**config.mk**
```make
export PLATFORM = sky130hd
export DESIGN_NAME = y_zigzag_rle
export DESIGN_NICKNAME = d
export VERILOG_FILES = /design/src/rtl/y_zigzag_rle.sv
export SDC_FILE = /design/constraint.sdc
export NUM_CORES = 2
export LEC_CHECK = 0
export ABC_AREA = 1
export BUFFER_PORTS_ARGS = -buffer_cell sky130_fd_sc_hd__buf_4
export CORE_AREA = 2 2 288 290
export CTS_CLUSTER_SIZE = 28
export DETAILED_ROUTE_END_ITERATION = 12
export DIE_AREA = 0 0 290 292
export PLACE_DENSITY = 0.69
export SLEW_MARGIN = 15
export SYNTH_ARGS = -nofsm -noshare
export SYNTH_HDL_FRONTEND = slang
export SYNTH_SLANG_ARGS = --single-unit
```
**constraint.sdc**
```tcl
create_clock -name clk -period 7.9 [get_ports clk]
set_clock_uncertainty 0.2 [all_clocks]
set_input_delay 1.975 -clock clk [delete_from_list [all_inputs] [get_ports clk]]
set_output_delay 1.975 -clock clk [all_outputs]
set_load 0.02 [all_outputs]
```
**src/rtl/y_zigzag_rle.sv**
```systemverilog
// y_zigzag_rle: zigzag reorder, DC prediction and JPEG run-length symbol
// generation for one 8x8 luminance block, one symbol per valid/ready beat.
module y_zigzag_rle #(
  parameter int DATA_W = 11,
  parameter int RUN_W  = 4,
  parameter int SIZE_W = 4
) (
  input  logic                          clk,
  input  logic                          rst,
  input  logic                          enable,
  input  logic [7:0][7:0][DATA_W-1:0]   Q,
  input  logic                          dc_reset,
  output logic                          block_ready,
  output logic                          sym_valid,
  input  logic                          sym_ready,
  output logic [RUN_W-1:0]              sym_run,
  output logic [SIZE_W-1:0]             sym_size,
  output logic [DATA_W-1:0]             sym_amp,
  output logic                          sym_is_dc,
  output logic                          sym_eob,
  output logic                          sym_last,
  output logic                          err_overflow
);

  localparam int DW = DATA_W + 1;

  // Natural (row*8+col) position of each zigzag index.
  localparam logic [5:0] ZZ [64] = '{
    6'd0,  6'd1,  6'd8,  6'd16, 6'd9,  6'd2,  6'd3,  6'd10,
    6'd17, 6'd24, 6'd32, 6'd25, 6'd18, 6'd11, 6'd4,  6'd5,
    6'd12, 6'd19, 6'd26, 6'd33, 6'd40, 6'd48, 6'd41, 6'd34,
    6'd27, 6'd20, 6'd13, 6'd6,  6'd7,  6'd14, 6'd21, 6'd28,
    6'd35, 6'd42, 6'd49, 6'd56, 6'd57, 6'd50, 6'd43, 6'd36,
    6'd29, 6'd22, 6'd15, 6'd23, 6'd30, 6'd37, 6'd44, 6'd51,
    6'd58, 6'd59, 6'd52, 6'd45, 6'd38, 6'd31, 6'd39, 6'd46,
    6'd53, 6'd60, 6'd61, 6'd54, 6'd47, 6'd55, 6'd62, 6'd63
  };

  typedef enum logic [2:0] {IDLE, DC, SCAN, ZRL, EMIT, EOB, DONE} state_t;

  function automatic logic [SIZE_W-1:0] mag_size(input logic signed [DW-1:0] v);
    logic [DW-1:0]     mag;
    logic [SIZE_W-1:0] sz;
    mag = v[DW-1] ? -v : v;
    sz  = '0;
    for (int b = 0; b < DW; b++) begin
      if (mag[b]) sz = SIZE_W'(b + 1);
      else        sz = sz;
    end
    return sz;
  endfunction

  // Negative values carry the ones-complement of |v| in the low size bits.
  function automatic logic [DATA_W-1:0] mag_amp(input logic signed [DW-1:0] v,
                                                input logic [SIZE_W-1:0]   sz);
    logic [DW-1:0] raw;
    logic [DW-1:0] mask;
    raw  = v[DW-1] ? (v - DW'(1'b1)) : v;
    mask = (DW'(1'b1) << sz) - DW'(1'b1);
    return DATA_W'(raw & mask);
  endfunction

  state_t                      state, state_nxt;
  logic [7:0][7:0][DATA_W-1:0] coef;
  logic signed [DATA_W-1:0]    pred;
  logic [5:0]                  k;
  logic [5:0]                  run;
  logic [5:0]                  pos;
  logic signed [DW-1:0]        cur;
  logic signed [DW-1:0]        diff;
  logic                        capture, hs, cur_zero, last_k;
  logic                        ld, n_dc, n_eob, n_last;
  logic [RUN_W-1:0]            n_run;
  logic [SIZE_W-1:0]           n_size;
  logic [DATA_W-1:0]           n_amp;

  assign pos      = ZZ[k];
  assign cur      = {coef[pos[5:3]][pos[2:0]][DATA_W-1], coef[pos[5:3]][pos[2:0]]};
  assign diff     = {coef[0][0][DATA_W-1], coef[0][0]} - {pred[DATA_W-1], pred};
  assign capture  = enable && block_ready;
  assign hs       = sym_valid && sym_ready;
  assign cur_zero = (cur == '0);
  assign last_k   = (k == 6'd63);

  always_ff @(posedge clk) begin
    if (rst) state <= IDLE;
    else     state <= state_nxt;
  end

  always_comb begin
    state_nxt = state;
    case (state)
      IDLE: if (capture) state_nxt = DC;   else state_nxt = IDLE;
      DC:   if (hs)      state_nxt = SCAN; else state_nxt = DC;
      SCAN: begin
        if (cur_zero) begin
          if (last_k) state_nxt = EOB;
          else        state_nxt = SCAN;
        end else if (run >= 6'd16) begin
          state_nxt = ZRL;
        end else begin
          state_nxt = EMIT;
        end
      end
      ZRL:  if (hs) state_nxt = SCAN; else state_nxt = ZRL;
      EMIT: if (hs) state_nxt = sym_last ? DONE : SCAN; else state_nxt = EMIT;
      EOB:  if (hs) state_nxt = DONE; else state_nxt = EOB;
      DONE: state_nxt = IDLE;
      default: state_nxt = IDLE;
    endcase
  end

  // Symbol to load into the output registers; loads only when the slot is empty.
  always_comb begin
    ld     = 1'b0;
    n_run  = '0;
    n_size = '0;
    n_amp  = '0;
    n_dc   = 1'b0;
    n_eob  = 1'b0;
    n_last = 1'b0;
    case (state)
      DC: begin
        if (!sym_valid) begin
          ld     = 1'b1;
          n_dc   = 1'b1;
          n_size = mag_size(diff);
          n_amp  = mag_amp(diff, n_size);
        end else begin
          ld = 1'b0;
        end
      end
      SCAN: begin
        if (cur_zero) begin
          ld     = last_k;
          n_eob  = last_k;
          n_last = last_k;
        end else if (run >= 6'd16) begin
          ld    = 1'b1;
          n_run = RUN_W'(4'd15);
        end else begin
          ld     = 1'b1;
          n_run  = RUN_W'(run);
          n_size = mag_size(cur);
          n_amp  = mag_amp(cur, n_size);
          n_last = last_k;
        end
      end
      default: ld = 1'b0;
    endcase
  end

  always_ff @(posedge clk) begin
    if (rst) begin
      block_ready  <= 1'b1;
      err_overflow <= 1'b0;
      sym_valid    <= 1'b0;
      sym_run      <= '0;
      sym_size     <= '0;
      sym_amp      <= '0;
      sym_is_dc    <= 1'b0;
      sym_eob      <= 1'b0;
      sym_last     <= 1'b0;
      pred         <= '0;
      coef         <= '0;
      k            <= 6'd0;
      run          <= 6'd0;
    end else begin
      block_ready <= (state_nxt == IDLE);
      if (enable && !block_ready) err_overflow <= 1'b1;
      if (capture) coef <= Q;
      if (dc_reset)                      pred <= '0;
      else if (state == DC && !sym_valid) pred <= coef[0][0];
      if (ld) begin
        sym_valid <= 1'b1;
        sym_run   <= n_run;
        sym_size  <= n_size;
        sym_amp   <= n_amp;
        sym_is_dc <= n_dc;
        sym_eob   <= n_eob;
        sym_last  <= n_last;
      end else if (hs) begin
        sym_valid <= 1'b0;
      end
      // Zero runs are accumulated here; ZRL symbols consume 16 while k holds.
      case (state)
        IDLE: begin
          k   <= 6'd1;
          run <= 6'd0;
        end
        SCAN: begin
          if (cur_zero) begin
            run <= run + 6'd1;
            if (!last_k) k <= k + 6'd1;
          end else if (run >= 6'd16) begin
            run <= run - 6'd16;
          end else begin
            run <= 6'd0;
          end
        end
        EMIT: if (hs && !sym_last) k <= k + 6'd1;
        default: ;
      endcase
    end
  end

endmodule

```
==> metrics.md <==
| Metric | Value |
|---|---|
| Drt drc | 0 |
| Worst reg-to-reg path cell count | 33 |
| CP arrival | 7.16 ns |
| Leakage | 0.0192 uW |
| Period utilization | 86.1% |
| Initial antenna violation count | 51 |
| DR iter-0 viols | 4179 |
| Yosys warns | 0 |
| Slew @ Worst Pin | 1.07 ns |
| Post-detailed-route wirelength per cell | 23.0 microns |
| Highest clock rate | 0.147 GHz |
| Site Rows | 105 |
| Most common cell in the synthesized netlist | nor2_1 |
| Hold-fix buffers, CTS | 0 |
| Syn avg cell area | 6.81 sq um |
| Critical path required time | 8.26 ns |
| Yosys reg bits | 755 |
| Antenna Nets Post-Route | 0 |
| Die Y | 292 microns |
| Layout cells sized above 1 | 16.3% |
| Root buf cell | clkbuf_16 |
| Setup Fix Bufs, Post-CTS | 0 |
| Leading post-synthesis cells by cell area | dfxtp_1, o21ai_0, nor2_1, nand3_1, nand2_1 |
| Via count | 38581 |
| Final WL | 159000 microns |
| Clk slew on worst S/H paths | 0.06 ns |
| GRT Overall Usage | 35.9% |
| Netlist cell types | 45 |
| Final setup TNS | 0 ns |
| Count of pins over their slew limit | 0 |
| CTS sink cnt | 755 |
| Sequential share of the synthesized area | 41.7% |
| CP Capture Type | flop |
| Setup violations, final | 0 |
| TritonCTS clock tree | built |
| RePlAce Congestion | 0.988 |
| Max VDD drop | 0.189 mV |
| GRT Residual Overflow | 0 |
| P per Cell Area | 253 nW/um^2 |
| Vias/cell | 5.58 |
| Hold Path End | coef[579]$_SDFFE_PP0P_ |
| Delay of the slowest critical-path stage | 0.65 ns |
| Ys async rst share | 0% |
| Num CTS Buffers | 83 |
| Final Hold Fails | 0 |
| IO buf count | 733 |
| HPWL after detailed placement | 117000 microns |
| CTS H-tree depth | 3 |
| CP max stage cell | buf_4 |
| Area delta synth->final | 23.2% |
| Synth Cell Area | 36200 sq um |
| R2R Setup Slk | 1.10 ns |
| Die X-Extent | 290 microns |
| Final non-filler cell area | 44600 sq um |
| Max-Cap Viols | 0 |
| Post-CTS resize count | 0 |
| RSZ-0062 raised after global routing | false |
| RR Endpoint | sym_amp[1]$_SDFFE_PP0P_ |
| Most used cell, CP | nand2_1 |
| Hold Crit Depth | 2 |
| Top-area cell type share of the netlist area | 41.7% |
| FILL cells | 8089 |
| CP Class | reg -> reg |
| Largest net degree at the start of global routing | 253 |
| Hold Crit Class | reg -> reg |
| CP Launch Type | flop |
| Clock Path Buffers | 3 |
| Clock Latency Late Sink | 0.65 ns |
| CP max FO | 68 |
| Post-synth top flop | dfxtp_1 |
| Final Critical Period | 6.80 ns |
| Post-Syn Instances | 5322 |
| Syn Nets | 6064 |
| Top cells by count, synth | nor2_1, o21ai_0, dfxtp_1 |
| Vias in the first global route | 35367 |
| Worst R2R Start | k[2]$_SDFFE_PP0P_ |
| Nets | 6517 |
| Synth area leader | dfxtp_1 |
| Hold Path Origin | coef[579]$_SDFFE_PP0P_ |
| Core region area | 81600 sq um |
| Number of synthesized flops with an enable pin | 0 |
| Slew HR | 28.4% |
| Initial core utilization | 44.4% |
| Placed cell areas | 41800 sq um |
| Die ar. | 84700 sq um |
| Number of I/O pins | 734 |
| First-pass GRT wire length | 228000 microns |
| Status | completed |
| First drt pass iteration count | 8 |
worst max path at each step:
| stage | from | to | slack (ns) | depth (start not counted) |
|---|---|---|---|---|
| final | k[2]$_SDFFE_PP0P_ | sym_amp[1]$_SDFFE_PP0P_ | 1.10 | 33 |
| after CTS | k[2]$_SDFFE_PP0P_ | sym_amp[1]$_SDFFE_PP0P_ | 1.13 | 33 |
| after global placement | k[2]$_SDFFE_PP0P_ | sym_amp[1]$_SDFFE_PP0P_ | 1.16 | 33 |
| after global routing | k[2]$_SDFFE_PP0P_ | sym_amp[6]$_SDFFE_PP0P_ | 0.43 | 37 |
| after floorplan | k[2]$_SDFFE_PP0P_ | sym_amp[6]$_SDFFE_PP0P_ | 3.40 | 37 |
| after detailed placement | k[2]$_SDFFE_PP0P_ | sym_amp[1]$_SDFFE_PP0P_ | 1.17 | 33 |
where the power goes:
group          internal, uW  total, uW  switching [uW]
clock network          2380       4010            1630
logic                   971       2850            1870
registers              4240       4450             214
registers in the layout (all words and copies together) (netlist names):
| register | cells |
|---|---|
| block_ready | 1 |
| coef | 704 |
| err_overflow | 1 |
| k | 6 |
| pred | 11 |
| run | 6 |
| state | 3 |
| sym_amp | 11 |
| sym_eob | 1 |
| sym_is_dc | 1 |
| sym_last | 1 |
| sym_run | 4 |
| sym_size | 4 |
| sym_valid | 1 |
per-layer routing:
| metal | wire length, microns | vias to the layer above | track usage [%] |
|---|---|---|---|
| met5 | 409 | - | 0 |
| met4 | 9250 | 66 | 20.1 |
| met3 | 15600 | 375 | 10.3 |
| met2 | 69100 | 1697 | 54.3 |
| met1 | 64400 | 17984 | 45.8 |
| li1 | - | 18459 | - |
kinds of logic after synthesis:
logic type               count (synthesis)  synth area share (%)
AND/OR/NAND/NOR                       2435                  28.7
AO/OA/AOI/OAI                         1289                  18.7
buffers and inverters                  784                  9.11
flip-flops                             755                  41.7
adder cells (fa/ha/maj)                 33                  1.16
XOR/XNOR                                26                 0.628
stage by stage:
stage               hold WS [ns]  util, %  total power (uW)  setup WS [ns]  cells
floorplan                  0.225        -              6290           3.40   5322
global placement           0.235     51.2              7310           1.16   6760
detailed placement         0.239     51.2              7320           1.17   6760
CTS                        0.247     54.7             11300           1.13   6900
global route               0.265     54.7             11800          0.428   6912
finish                     0.248     54.7             11300           1.10   6917
critical path: cells and delay by family, from the launching register on:
family	cells	cell delay [ns]
compound gates	3	0.45
fa+ha+maj	2	0.61
buf+inv	7	1.93
flops	1	0.29
simple gates	21	3.18
cells in the final DEF (no fill, tap or decap), types with 4 or more instances in the layout:
cell / synthesis / final
nor2_2: 5 / 5
xor2_1: 19 / 19
buf_12: 0 / 16
o221ai_1: 16 / 16
nor3_1: 5 / 5
dfxtp_1: 755 / 755
diode_2: 0 / 17
ha_1: 32 / 32
o21ai_1: 16 / 16
nand2_2: 6 / 5
a211oi_1: 4 / 4
o21ai_0: 835 / 834
inv_2: 11 / 8
nand3b_1: 77 / 77
clkbuf_1: 257 / 16
nand4_1: 19 / 19
o211ai_1: 71 / 71
clkbuf_8: 0 / 19
clkinv_2: 0 / 7
nand3_1: 612 / 612
xnor2_1: 7 / 7
inv_1: 359 / 358
bufinv_16: 0 / 7
a31oi_1: 13 / 13
clkbuf_16: 0 / 85
nor2_4: 5 / 5
buf_4: 47 / 762
nand2_1: 674 / 673
nor2_1: 1019 / 1019
a21oi_1: 316 / 316
final cells by class:
class	count	area, sq um	share of cell area [%]
diodes	17	42.5	0.0953
clock buffers	120	2450	5.49
clock inverters	20	338	0.757
inverters	374	1430	3.20
multi-input cells	3783	17900	40.1
flip-flops and latches	755	15100	33.9
well taps	1070	1340	3.00
repair buffers	778	6040	13.5
Power figures use the tool's default switching activity.
